[config.mk]
export PLATFORM = sky130hd
export DESIGN_NAME = sprite_blit_writer_flat
export DESIGN_NICKNAME = d
export VERILOG_FILES = /design/src/rtl/doodle_gfx_pkg.sv /design/src/rtl/sprite_blit_writer_if.sv /design/src/rtl/blit_addr_calc.sv /design/src/rtl/sprite_blit_writer.sv /design/src/flat_wrapper.sv
export SDC_FILE = /design/constraint.sdc
export NUM_CORES = 1
export LEC_CHECK = 0
export CAP_MARGIN = 20
export CORE_ASPECT_RATIO = 1.1
export CORE_MARGIN = 2
export CORE_UTILIZATION = 40
export DETAILED_ROUTE_END_ITERATION = 8
export SKIP_CTS_REPAIR_TIMING = 1
export SLEW_MARGIN = 20
export SYNTH_ARGS = -nofsm -noshare
export SYNTH_HDL_FRONTEND = slang
export SYNTH_SLANG_ARGS = --single-unit
export TNS_END_PERCENT = 1
[constraint.sdc]
create_clock -name clk -period 7.39 [get_ports clk]
set_clock_uncertainty 0.05 [all_clocks]
set_input_delay 1.1085 -clock clk [delete_from_list [all_inputs] [get_ports clk]]
set_output_delay 1.1085 -clock clk [all_outputs]
set_load 0.02 [all_outputs]
[src/rtl/doodle_gfx_pkg.sv]
// ----------------------------------------------------------------------------
// doodle_gfx_pkg
// Shared constants and types for the doodle graphics blocks.
//   SCREEN_W / SCREEN_H : frame-buffer geometry in pixels
//   PIX_W               : pixel width (RGB444)
//   ADDR_W              : frame-buffer / sprite ROM address width
//   DIM_W               : width of sprite dimensions and screen origins
//   COORD_W             : width of computed screen coordinates (origin + offset)
//   TRANSPARENT_COLOR   : colour key used when transparency is compiled in
//   blit_state_e        : sprite blit FSM states
// ----------------------------------------------------------------------------
package doodle_gfx_pkg;

  localparam int unsigned SCREEN_W = 320;
  localparam int unsigned SCREEN_H = 240;
  localparam int unsigned PIX_W    = 12;
  localparam int unsigned ADDR_W   = 17;
  localparam int unsigned DIM_W    = 10;
  // One extra bit so origin + offset can never wrap back on screen.
  localparam int unsigned COORD_W  = DIM_W + 1;

  localparam logic [PIX_W-1:0] TRANSPARENT_COLOR = 12'h000;

  typedef enum logic [1:0] {
    StIdle,
    StRead,
    StFlush,
    StDone
  } blit_state_e;

endpackage

[src/rtl/sprite_blit_writer_if.sv]
// ----------------------------------------------------------------------------
// sprite_blit_writer_if
// Bundles the scheduler handshake, the sprite ROM read port and the
// frame-buffer write port of sprite_blit_writer.
//   start/width/height/start_x/start_y : blit request and geometry
//   busy/done                          : blit status back to the scheduler
//   src_addr/src_data                  : sprite ROM read (1-cycle latency)
//   fb_we/fb_addr/fb_data              : frame-buffer write port
// Modports:
//   master : environment side (scheduler, sprite ROM, frame buffer)
//   slave  : the blitter itself
// ----------------------------------------------------------------------------
interface sprite_blit_writer_if;
  import doodle_gfx_pkg::*;

  logic               start;
  logic [DIM_W-1:0]   width;
  logic [DIM_W-1:0]   height;
  logic [DIM_W-1:0]   start_x;
  logic [DIM_W-1:0]   start_y;
  logic               busy;
  logic               done;
  logic [ADDR_W-1:0]  src_addr;
  logic [PIX_W-1:0]   src_data;
  logic               fb_we;
  logic [ADDR_W-1:0]  fb_addr;
  logic [PIX_W-1:0]   fb_data;

  // The environment also plays the sprite ROM, so it drives src_data.
  modport master (
    output start, width, height, start_x, start_y, src_data,
    input  busy, done, src_addr, fb_we, fb_addr, fb_data
  );

  modport slave (
    input  start, width, height, start_x, start_y, src_data,
    output busy, done, src_addr, fb_we, fb_addr, fb_data
  );

endinterface

[src/rtl/blit_addr_calc.sv]
// ----------------------------------------------------------------------------
// blit_addr_calc
// Combinational screen coordinate to frame-buffer address mapping with clip.
//   i_x, i_y : screen coordinates (COORD_W bits, never wrapped)
//   o_addr   : y * SCREEN_W + x, truncated to ADDR_W bits
//   o_clip   : coordinate lies outside the visible frame buffer
// ----------------------------------------------------------------------------
module blit_addr_calc
  import doodle_gfx_pkg::*;
(
  input  logic [COORD_W-1:0] i_x,
  input  logic [COORD_W-1:0] i_y,
  output logic [ADDR_W-1:0]  o_addr,
  output logic               o_clip
);

  // Wide enough for the largest coordinate pair: 2046 * 320 + 2046.
  localparam int unsigned ProdW = 20;

  logic [ProdW-1:0] w_lin;
  logic             w_off_screen;

  assign w_lin        = ProdW'(i_y) * ProdW'(SCREEN_W) + ProdW'(i_x);
  assign w_off_screen = (i_x >= COORD_W'(SCREEN_W)) || (i_y >= COORD_W'(SCREEN_H));

  // An on-screen pixel never reaches bit ADDR_W, so folding the high bits
  // into the clip flag changes nothing for valid pixels and guarantees a
  // truncated address can never alias onto the screen.
  assign o_clip = w_off_screen || (|w_lin[ProdW-1:ADDR_W]);
  assign o_addr = w_lin[ADDR_W-1:0];

endmodule

[src/rtl/sprite_blit_writer.sv]
// ----------------------------------------------------------------------------
// sprite_blit_writer
// Walks a width x height sprite in sprite ROM and writes every pixel into the
// 320x240 frame buffer with its top-left at (start_x, start_y). Sprite pixel
// (r, c) is read from ROM address r*width + c with c counting from 1, matching
// the static address generator, and lands at screen (start_x+c, start_y+r).
// Off-screen pixels are iterated but not written.
//
// Ports:
//   clk    : system clock, all state on rising edge
//   rst_n  : asynchronous active-low reset
//   io_bus : sprite_blit_writer_if.slave (handshake, ROM read, FB write)
//
// Build option:
//   TRANSPARENT_EN : when defined, pixels whose ROM data equals
//                    TRANSPARENT_COLOR are not written; timing is unchanged.
//
// Timing (start accepted in cycle 0, N = width*height):
//   issues on cycles 1..N, writes on cycles 2..N+1, FLUSH on N+1,
//   done pulse on N+2. Zero-size blits pulse done on cycle 1.
// ----------------------------------------------------------------------------
module sprite_blit_writer
  import doodle_gfx_pkg::*;
(
  input logic                 clk,
  input logic                 rst_n,
  sprite_blit_writer_if.slave io_bus
);

  blit_state_e        r_state;
  logic [DIM_W-1:0]   r_width;
  logic [DIM_W-1:0]   r_height;
  logic [DIM_W-1:0]   r_sx;
  logic [DIM_W-1:0]   r_sy;
  logic [DIM_W-1:0]   r_c;
  logic [DIM_W-1:0]   r_r;
  logic [ADDR_W-1:0]  r_src_addr;
  logic               r_busy;
  logic               r_done;

  // Write stage: target coordinate of the previous cycle's issue.
  logic               r_wvalid;
  logic [COORD_W-1:0] r_wx;
  logic [COORD_W-1:0] r_wy;

  logic               w_zero_size;
  logic               w_row_end;
  logic               w_last_issue;
  logic               w_clip;
  logic               w_transparent;
  logic [ADDR_W-1:0]  w_fb_addr;

  assign w_zero_size  = (io_bus.width == '0) || (io_bus.height == '0);
  assign w_row_end    = (r_c == r_width);
  assign w_last_issue = w_row_end && (r_r == r_height - DIM_W'(1));

  // --------------------------------------------------------------------------
  // Control FSM and issue stage
  // --------------------------------------------------------------------------
  always_ff @(posedge clk or negedge rst_n) begin
    if (!rst_n) begin
      r_state    <= StIdle;
      r_width    <= '0;
      r_height   <= '0;
      r_sx       <= '0;
      r_sy       <= '0;
      r_c        <= '0;
      r_r        <= '0;
      r_src_addr <= '0;
      r_busy     <= 1'b0;
      r_done     <= 1'b0;
      r_wvalid   <= 1'b0;
      r_wx       <= '0;
      r_wy       <= '0;
    end else begin
      unique case (r_state)
        StIdle: begin
          if (io_bus.start) begin
            r_width  <= io_bus.width;
            r_height <= io_bus.height;
            r_sx     <= io_bus.start_x;
            r_sy     <= io_bus.start_y;
            r_r      <= '0;
            r_c      <= DIM_W'(1);
            if (w_zero_size) begin
              r_state <= StDone;
              r_done  <= 1'b1;
            end else begin
              r_state    <= StRead;
              r_busy     <= 1'b1;
              r_src_addr <= ADDR_W'(1);
            end
          end
        end

        StRead: begin
          r_wvalid <= 1'b1;
          r_wx     <= COORD_W'(r_sx) + COORD_W'(r_c);
          r_wy     <= COORD_W'(r_sy) + COORD_W'(r_r);
          if (w_last_issue) begin
            r_state <= StFlush;
          end else begin
            // r*width + c advances by exactly one, including across a row
            // wrap, so the ROM address is a plain counter.
            r_src_addr <= r_src_addr + ADDR_W'(1);
            if (w_row_end) begin
              r_c <= DIM_W'(1);
              r_r <= r_r + DIM_W'(1);
            end else begin
              r_c <= r_c + DIM_W'(1);
            end
          end
        end

        StFlush: begin
          r_wvalid <= 1'b0;
          r_busy   <= 1'b0;
          r_done   <= 1'b1;
          r_state  <= StDone;
        end

        StDone: begin
          // start is deliberately not sampled here.
          r_done  <= 1'b0;
          r_state <= StIdle;
        end

        default: begin
          r_state <= StIdle;
        end
      endcase
    end
  end

  // --------------------------------------------------------------------------
  // Write stage
  // --------------------------------------------------------------------------
  blit_addr_calc u_addr_calc (
    .i_x    (r_wx),
    .i_y    (r_wy),
    .o_addr (w_fb_addr),
    .o_clip (w_clip)
  );

`ifdef TRANSPARENT_EN
  // ROM data for the issue arrives in the write cycle, aligned with r_wvalid.
  assign w_transparent = (io_bus.src_data == TRANSPARENT_COLOR);
`else
  assign w_transparent = 1'b0;
`endif

  assign io_bus.fb_we    = r_wvalid && !w_clip && !w_transparent;
  assign io_bus.fb_addr  = w_fb_addr;
  assign io_bus.fb_data  = io_bus.src_data;
  assign io_bus.src_addr = r_src_addr;
  assign io_bus.busy     = r_busy;
  assign io_bus.done     = r_done;

endmodule
[src/flat_wrapper.sv]
// flat-port wrapper written by rule: the top's interface ports become plain ports
module sprite_blit_writer_flat import doodle_gfx_pkg::*;
  (clk, rst_n, io_bus_start, io_bus_width, io_bus_height, io_bus_start_x, io_bus_start_y, io_bus_src_data, io_bus_busy, io_bus_done, io_bus_src_addr, io_bus_fb_we, io_bus_fb_addr, io_bus_fb_data);
  sprite_blit_writer_if io_bus_i ();
  input logic clk;
  input logic rst_n;
  input wire logic [$bits(io_bus_i.start)-1:0] io_bus_start;
  input wire logic [$bits(io_bus_i.width)-1:0] io_bus_width;
  input wire logic [$bits(io_bus_i.height)-1:0] io_bus_height;
  input wire logic [$bits(io_bus_i.start_x)-1:0] io_bus_start_x;
  input wire logic [$bits(io_bus_i.start_y)-1:0] io_bus_start_y;
  input wire logic [$bits(io_bus_i.src_data)-1:0] io_bus_src_data;
  output wire logic [$bits(io_bus_i.busy)-1:0] io_bus_busy;
  output wire logic [$bits(io_bus_i.done)-1:0] io_bus_done;
  output wire logic [$bits(io_bus_i.src_addr)-1:0] io_bus_src_addr;
  output wire logic [$bits(io_bus_i.fb_we)-1:0] io_bus_fb_we;
  output wire logic [$bits(io_bus_i.fb_addr)-1:0] io_bus_fb_addr;
  output wire logic [$bits(io_bus_i.fb_data)-1:0] io_bus_fb_data;
  assign io_bus_i.start = io_bus_start;
  assign io_bus_i.width = io_bus_width;
  assign io_bus_i.height = io_bus_height;
  assign io_bus_i.start_x = io_bus_start_x;
  assign io_bus_i.start_y = io_bus_start_y;
  assign io_bus_i.src_data = io_bus_src_data;
  assign io_bus_busy = io_bus_i.busy;
  assign io_bus_done = io_bus_i.done;
  assign io_bus_src_addr = io_bus_i.src_addr;
  assign io_bus_fb_we = io_bus_i.fb_we;
  assign io_bus_fb_addr = io_bus_i.fb_addr;
  assign io_bus_fb_data = io_bus_i.fb_data;
  sprite_blit_writer u_core (.clk(clk), .rst_n(rst_n), .io_bus(io_bus_i));
endmodule
==> summary.txt, run 1 <==
Status
  – Status: finished clean

Setup path
  – R2R Setup Slk: 4.09 ns
  – Type of element launching the critical path: flip-flop
  – Data arrival time of the critical path: 4.14 ns
  – Worst R2R Start: u_core.r_state[1]
  – Worst Setup End Kind: output pin
  – Worst Setup Path Type: flip-flop to output pin
  – Worst path required time: 6.23 ns
  – Maximum fanout encountered on the critical timing path: 4
  – Critical R2R Capture: u_core.io_bus.src_addr[12]
  – Reg2Reg Depth: 7

Yosys
  – Netlist area before placement: 6890 um^2
  – Synthesized net count: 812
  – Post-synthesis sequential element count: 104
  – Synthesized instance count: 702
  – Cell type with the largest total area after synthesis: sky130_fd_sc_hd__dfrtp_1
  – Synthesized-area fraction occupied by ao, oa, aoi and oai cells: 16.9%
  – Leading post-synthesis cells by cell area: sky130_fd_sc_hd__dfrtp_1 (38%), sky130_fd_sc_hd__ha_1 (9.3%), sky130_fd_sc_hd__mux2_2 (8.0%)
  – Simple-Gate Fraction of Synth Area: 15.8%
  – Prevailing post-synth register cell: sky130_fd_sc_hd__dfrtp_1
  – Arithmetic-cell share of the synthesized area counting full adders, half adders and majority gates: 10.4%
  – Multiplexer fraction of the synthesized cell area: 8.44%
  – Post-synthesis area per instance: 9.82 um^2
  – Number of library cell types mapped by synthesis: 64
  – Post-synth EDFFs: 0
  – Most frequent cell after synthesis: sky130_fd_sc_hd__dfrtp_1
  – Number of warning messages in the yosys log: 0
  – Sequential fraction of the synthesis area: 37.8%
  – Proportion of register bits with asynchronous set or reset after synthesis: 100%
  – Xor and xnor area share after synthesis: 5.72%
  – Largest family of logic cells by synthesized area: compound AO/OA/AOI/OAI gates
  – Most instantiated cells after synthesis: sky130_fd_sc_hd__dfrtp_1 (104), sky130_fd_sc_hd__ha_1 (51), sky130_fd_sc_hd__mux2_2 (49)
  – Area share of the largest cell type after synthesis: 37.8%

STA
  – Worst-margin pin slew: 0.942 ns
  – Setup slack after layout: 2.09 ns
  – Time the worst path needs with I/O delays and setup: 5.30 ns
  – Setup total negative slack: 0 ns
  – Number of max-slew violations in the final report: 0
  – Final setup violation count: 0
  – Share of the clock period used by the worst path after layout: 71.7%
  – Fmax: 189 MHz
  – Final Hold Violating Endpoints: 0
  – Worst rel slew slack: 37.0%
  – Unrepaired setup endpoints after global routing: false

Final layout
  – Nets@finish: 867
  – Area added between synthesis and finish: 17.1%
  – Fraction of the core area covered by cells at the end of the flow: 47.6%
  – Ratio of cells with drive above 1 in the final layout: 10.3%
  – Final design instance area without fill: 8070 um^2
  – Fin cells: 994
  – N_diodes: 0

Detailed routing
  – Average detailed-routed wire length per instance: 16.3 um
  – Sum of routed wire length over all layers: 16.2 mm
  – Post-detailed-route count of antenna-violating nets: 0
  – Remaining design rule violation count: 0
  – DR iter-0 viols: 225
  – Vias after detailed routing: 5,545
  – Via count normalized by instance count: 5.58
  – TritonRoute pass-1 iters: 5

GRT
  – Number of antenna violations at the first check in global routing: 0
  – GRT Total Usage: 18.1%
  – Via count of the first global-routing pass: 5,415
  – Largest net degree at the start of global routing: 88
  – First-pass GRT wire length: 26.7 mm
  – Leftover overflow at the end of global routing: 0

Pwr
  – Peak supply drop: 0.403 mV
  – Leakage: 3.43 nW
  – Power Density: 464 nW/um^2

Floorplanning
  – Starting density of the core: 40.7%
  – Count of pins on the block boundary: 104
  – Die height: 142 um
  – Die Span X: 129 um
  – Die area: 18,300 um^2
  – Site Rows: 50
  – Core ar.: 17,000 um^2

Min path
  – Worst hold path endpoint: u_core.r_wx[4]
  – Count of cells along the worst hold path: 2
  – Hold Path Class: flip-flop to flip-flop
  – Hold Crit Start: u_core.r_wx[4]

Clock tree
  – Maximum buffer depth of the clock tree: 2
  – Clock tree sinks: 104
  – Clock buffers created by TritonCTS: 9
  – H-tree level count: 3
  – Later-pin clock latency in the skew report: 0.34 ns
  – TritonCTS clock tree: done
  – Clock tree root buffer cell: sky130_fd_sc_hd__clkbuf_16
  – Clk pin slew, worst setup/hold paths: 0.07 ns

Placed design
  – Post-Place Cell Area: 7770 um^2
  – # port buffers: 79
  – Placed wire-length estimate after detailed placement: 12.2 mm
  – Worst setup slack before clock tree synthesis: 2.48 ns
  – Final GP Congestion: 0.844
  – Total instance count after detailed placement: 979

Flow run
  – Number of max-cap violations: 0
-- registers in the layout, summed over array words and instances (netlist names) --
signal	cells
u_core.r_sy	10
u_core.r_c	10
u_core.r_r	10
u_core.r_state	2
u_core.r_wy	11
u_core.r_width	10
u_core.r_wvalid	1
u_core.io_bus.busy	1
u_core.r_sx	10
u_core.io_bus.done	1
u_core.r_height	10
u_core.io_bus.src_addr	17
u_core.r_wx	11
-- worst max-delay path by stage --
stage / endpoint / depth (start not counted) / slack, ns / startpoint
3_3_place_gp: io_bus_fb_we / 11 / 2.61 / u_core.r_wy[1]
5_1_grt: io_bus_fb_we / 11 / 1.82 / u_core.r_wy[1]
3_5_place_dp: io_bus_fb_we / 11 / 2.48 / u_core.r_wy[1]
6_report: io_bus_fb_we / 11 / 2.09 / u_core.r_wy[1]
2_1_floorplan: io_bus_fb_we / 10 / 2.67 / u_core.r_wy[1]
4_1_cts: io_bus_fb_we / 11 / 2.08 / u_core.r_wy[1]
-- cells by family (layout without fill, tap and decap cells) --
kind of cell,Yosys count,in the layout
buf+inv,70,128
compound gates,176,176
mux,52,52
simple gates,200,200
xor+xnor,45,45
flops,104,104
fa+ha+maj,55,55
-- metal layers --
layer | GRT usage (%) | vias up | part of all wire, %
li1 | - | 2712 | -
met2 | 29.9 | 108 | 48
met3 | 2.83 | 23 | 3.6
met1 | 24.1 | 2702 | 47
met5 | 0 | - | 0
met4 | 6.18 | 0 | 2.0
-- layout make-up --
class                           count  area, um^2
Fill cell                        1620        8880
Multi-Input combinational cell    528        3950
Sequential cell                   104        2600
Timing Repair Buffer               83         835
Tap cell                          234         293
Clock buffer                       10         229
Inverter                           31         116
Clock inverter                      4        47.5
-- critical path: stages, from the launching register on --
cell	delay, ns
sky130_fd_sc_hd__dfrtp_1	0.40
sky130_fd_sc_hd__ha_1	0.31
sky130_fd_sc_hd__ha_1	0.25
sky130_fd_sc_hd__fa_1	0.46
sky130_fd_sc_hd__a211oi_1	0.23
sky130_fd_sc_hd__o21bai_1	0.10
sky130_fd_sc_hd__a21oi_1	0.25
sky130_fd_sc_hd__xor2_1	0.30
sky130_fd_sc_hd__nor4_1	0.11
sky130_fd_sc_hd__or2_2	0.30
sky130_fd_sc_hd__a2111oi_0	0.39
sky130_fd_sc_hd__clkdlybuf4s50_1	0.68
-- per-stage QoR --
stage	hold WS [ns]	power [mW]
2_1_floorplan	0.403	2.60
3_5_place_dp	0.431	3.30
6_report	0.441	3.74
3_3_place_gp	0.426	3.24
5_1_grt	0.481	4.06
4_1_cts	0.448	3.78
-- layout by cell type (no fill, tap or decap), drive strengths merged, types with 10 or more instances in the layout --
| cell type | instances |
|---|---|
| nand3 | 22 |
| nand2 | 38 |
| xor2 | 22 |
| nor2 | 34 |
| o31ai | 24 |
| or4 | 12 |
| dfrtp | 104 |
| nand4 | 12 |
| o21ai | 43 |
| clkdlybuf4s50 | 78 |
| inv | 31 |
| mux2 | 49 |
| clkbuf | 10 |
| nor4 | 11 |
| ha | 51 |
| xnor2 | 23 |
| a21oi | 47 |
| or3 | 23 |
-- power breakdown --
group / switching (mW) / internal [mW]
registers: 0.203 / 0.779
logic: 1.21 / 1.08
clock network: 0.205 / 0.258
total: 1.62 / 2.12
Power figures use the tool's default switching activity.
==> run 2: changes to the inputs <==
==> constraint.sdc (replaced) <==
create_clock -name clk -period 5.2 [get_ports clk]
set_clock_uncertainty 0.05 [all_clocks]
set_input_delay 0.78 -clock clk [delete_from_list [all_inputs] [get_ports clk]]
set_output_delay 0.78 -clock clk [all_outputs]
set_load 0.02 [all_outputs]
==> run 2 against run 1 <==
Against the previous run: largest cell class unchanged; first-iteration DRC count down 13%; critical endpoint unchanged; clock power increased by 40%; sequential share of layout area increased by 0.060 points; count of clock-buffer cells in the layout rose by 3; via count shrank 0.49%.
==> summary.txt, run 2 (synthesis gave the netlist of run 1 again) <==
Status
  – Status: finished clean

Placed design
  – # port buffers: 79 (unchanged)
  – Placed wire-length estimate after detailed placement: 12.1 mm (-0.73%)
  – Final GP Congestion: 0.860 (+1.9%)

Final layout
  – Ratio of cells with drive above 1 in the final layout: 10.2% (-0.013 points)
  – N_diodes: 0 (unchanged)
  – Largest register FFs: 17 (unchanged)
  – Highest-count cells in the layout ignoring fill and taps: sky130_fd_sc_hd__dfrtp_1 (104), sky130_fd_sc_hd__clkdlybuf4s50_1 (77), sky130_fd_sc_hd__ha_1 (51)
  – Area added between synthesis and finish: 16.9%
  – Nets@finish: 867 (unchanged)
  – Fillcell total: 1,594 (-1.6%)
  – Most common library cell in the layout ignoring fill and taps: sky130_fd_sc_hd__dfrtp_1

Setup path
  – Sum of buffers and inverters on the critical path: 1 (unchanged)
  – Worst Setup Path Type: flip-flop to output pin
  – Cell Chain, Critical Path: ha_1 > ha_1 > fa_1 > a211oi_1 > o21bai_1 > a21oi_1 > xor2_1 > nor4_1 > or2_2 > a2111oi_0 > dlymetal6s2s_1
  – Crit-path slowest cell: sky130_fd_sc_hd__fa_1
  – Most numerous cell on the critical path: sky130_fd_sc_hd__ha_1
  – Worst Setup End Kind: output pin
  – Worst path required time: 4.37 ns (-1.86 ns)
  – Kind of cell adding the most delay to the critical path: adder cells
  – Data arrival time of the critical path: 3.69 ns (-0.45 ns)
  – R2R Setup Slk: 2.14 ns (-1.95 ns)
  – Largest stage delay on the critical path: 0.43 ns (-0.25 ns)
  – Type of element launching the critical path: flip-flop
  – Maximum fanout encountered on the critical timing path: 4 (unchanged)

Detailed routing
  – Remaining design rule violation count: 0 (unchanged)
  – Via count normalized by instance count: 5.55 (-0.59%)
  – Post-detailed-route count of antenna-violating nets: 0 (unchanged)
  – DR iter-0 viols: 195 (-13%)
  – Vias after detailed routing: 5,518 (-0.49%)
  – Sum of routed wire length over all layers: 16.3 mm (+0.15%)
  – TritonRoute pass-1 iters: 4 (-1)
  – Average detailed-routed wire length per instance: 16.3 um (about the same)

STA
  – Final setup violation count: 0 (unchanged)
  – Share of the clock period used by the worst path after layout: 86.9%
  – Worst rel slew slack: 35.6% (-1.4 points)
  – Worst hold slack across all endpoints: 0.445 ns (+0.00392 ns)
  – Unrepaired setup endpoints after global routing: false
  – Time the worst path needs with I/O delays and setup: 4.52 ns
  – Final Hold Violating Endpoints: 0 (unchanged)
  – Worst-margin pin slew: 0.962 ns (+0.0209 ns)
  – Number of max-slew violations in the final report: 0 (unchanged)
  – Fmax: 221 MHz
  – Setup total negative slack: 0 ns (unchanged)

Floorplanning
  – Core ar.: 17,000 um^2 (unchanged)
  – Count of pins on the block boundary: 104 (unchanged)
  – Die area: 18,300 um^2 (unchanged)
  – Die Span X: 129 um (unchanged)
  – Starting density of the core: 40.7% (unchanged)
  – Site Rows: 50 (unchanged)
  – Die height: 142 um (unchanged)

Pwr
  – Peak supply drop: 0.763 mV (+89%)
  – Power Density: 658 nW/um^2 (+42%)
  – Leakage: 3.43 nW (+0.14%)

GRT
  – Number of antenna violations at the first check in global routing: 0 (unchanged)
  – First-pass GRT wire length: 27.6 mm (+3.5%)
  – GRT Total Usage: 18.8% (+0.67 points)
  – Via count of the first global-routing pass: 5,586 (+3.2%)
  – Largest net degree at the start of global routing: 68 (-23%)
  – Leftover overflow at the end of global routing: 0 (unchanged)

Clock tree
  – Later-pin clock latency in the skew report: 0.35 ns (about the same)
  – Maximum buffer depth of the clock tree: 2 (unchanged)
  – H-tree level count: 3 (unchanged)
  – TritonCTS clock tree: done
  – Clock tree sinks: 104 (unchanged)
  – Clock tree root buffer cell: sky130_fd_sc_hd__clkbuf_16
  – Clk pin slew, worst setup/hold paths: 0.07 ns (about the same)
  – Clock buffers created by TritonCTS: 9 (unchanged)

Flow run
  – Number of max-cap violations: 0 (unchanged)

Min path
  – Hold Path Class: flip-flop to flip-flop
[run 2: path summary, 6_finish.rpt]
kind / start / to / depth (start not counted)
setup reg to reg: u_core.r_height[0] / u_core.io_bus.src_addr[12] / 9
setup / recovery: u_core.r_wy[1] / io_bus_fb_we / 11
hold / removal: u_core.r_wx[4] / u_core.r_wx[4] / 2
hold reg to reg: u_core.r_wx[4] / u_core.r_wx[4] / 2
max in group asynchronous: rst_n / u_core.io_bus.src_addr[13] / 2
min in group asynchronous: rst_n / u_core.r_width[1] / 1
[run 2: per-layer routing]
| metal | part of all wire, % | vias to the layer above | routed length (um) | GRT usage [%] |
|---|---|---|---|---|
| met2 | 48 | 143 | 7820 | 31.2 |
| met1 | 45 | 2642 | 7390 | 24.7 |
| li1 | - | 2706 | - | - |
| met5 | 0 | - | 0 | 0 |
| met3 | 4.2 | 27 | 686 | 2.22 |
| met4 | 2.3 | 0 | 367 | 7.84 |
[run 2: layout make-up]
cell class	count	area [um^2]	area share (%)
Inverter	31	116	1.44
Tap cell	234	293	3.63
Sequential cell	104	2600	32.3
Clock buffer	13	260	3.23
Clock inverter	2	15.0	0.186
Multi-Input combinational cell	528	3950	49.0
Timing Repair Buffer	83	821	10.2
[run 2: worst min-delay path: stages, from the launching register on]
cell                      delay, ns
sky130_fd_sc_hd__dfrtp_1       0.36
sky130_fd_sc_hd__nand2_1       0.06
sky130_fd_sc_hd__o31ai_1       0.05
[run 2: where the power goes]
group | switching [mW] | total, mW | internal (mW)
combinational | 1.72 | 3.26 | 1.54
sequential | 0.284 | 1.39 | 1.11
clock | 0.299 | 0.648 | 0.349
total | 2.31 | 5.30 | 2.99
[run 2: per-stage QoR]
| stage | area [um^2] | power, mW | cells | utilization (%) | setup WS [ns] |
|---|---|---|---|---|---|
| floorplan | 6890 | 3.69 | 702 | - | 0.812 |
| global placement | 7780 | 4.60 | 980 | 45.9 | 0.761 |
| detailed placement | 7780 | 4.67 | 980 | 45.9 | 0.621 |
| CTS | 8050 | 5.34 | 995 | 47.5 | 0.232 |
| global route | 8060 | 5.78 | 995 | 47.5 | 0.295 |
| finish | 8060 | 5.30 | 995 | 47.5 | 0.683 |
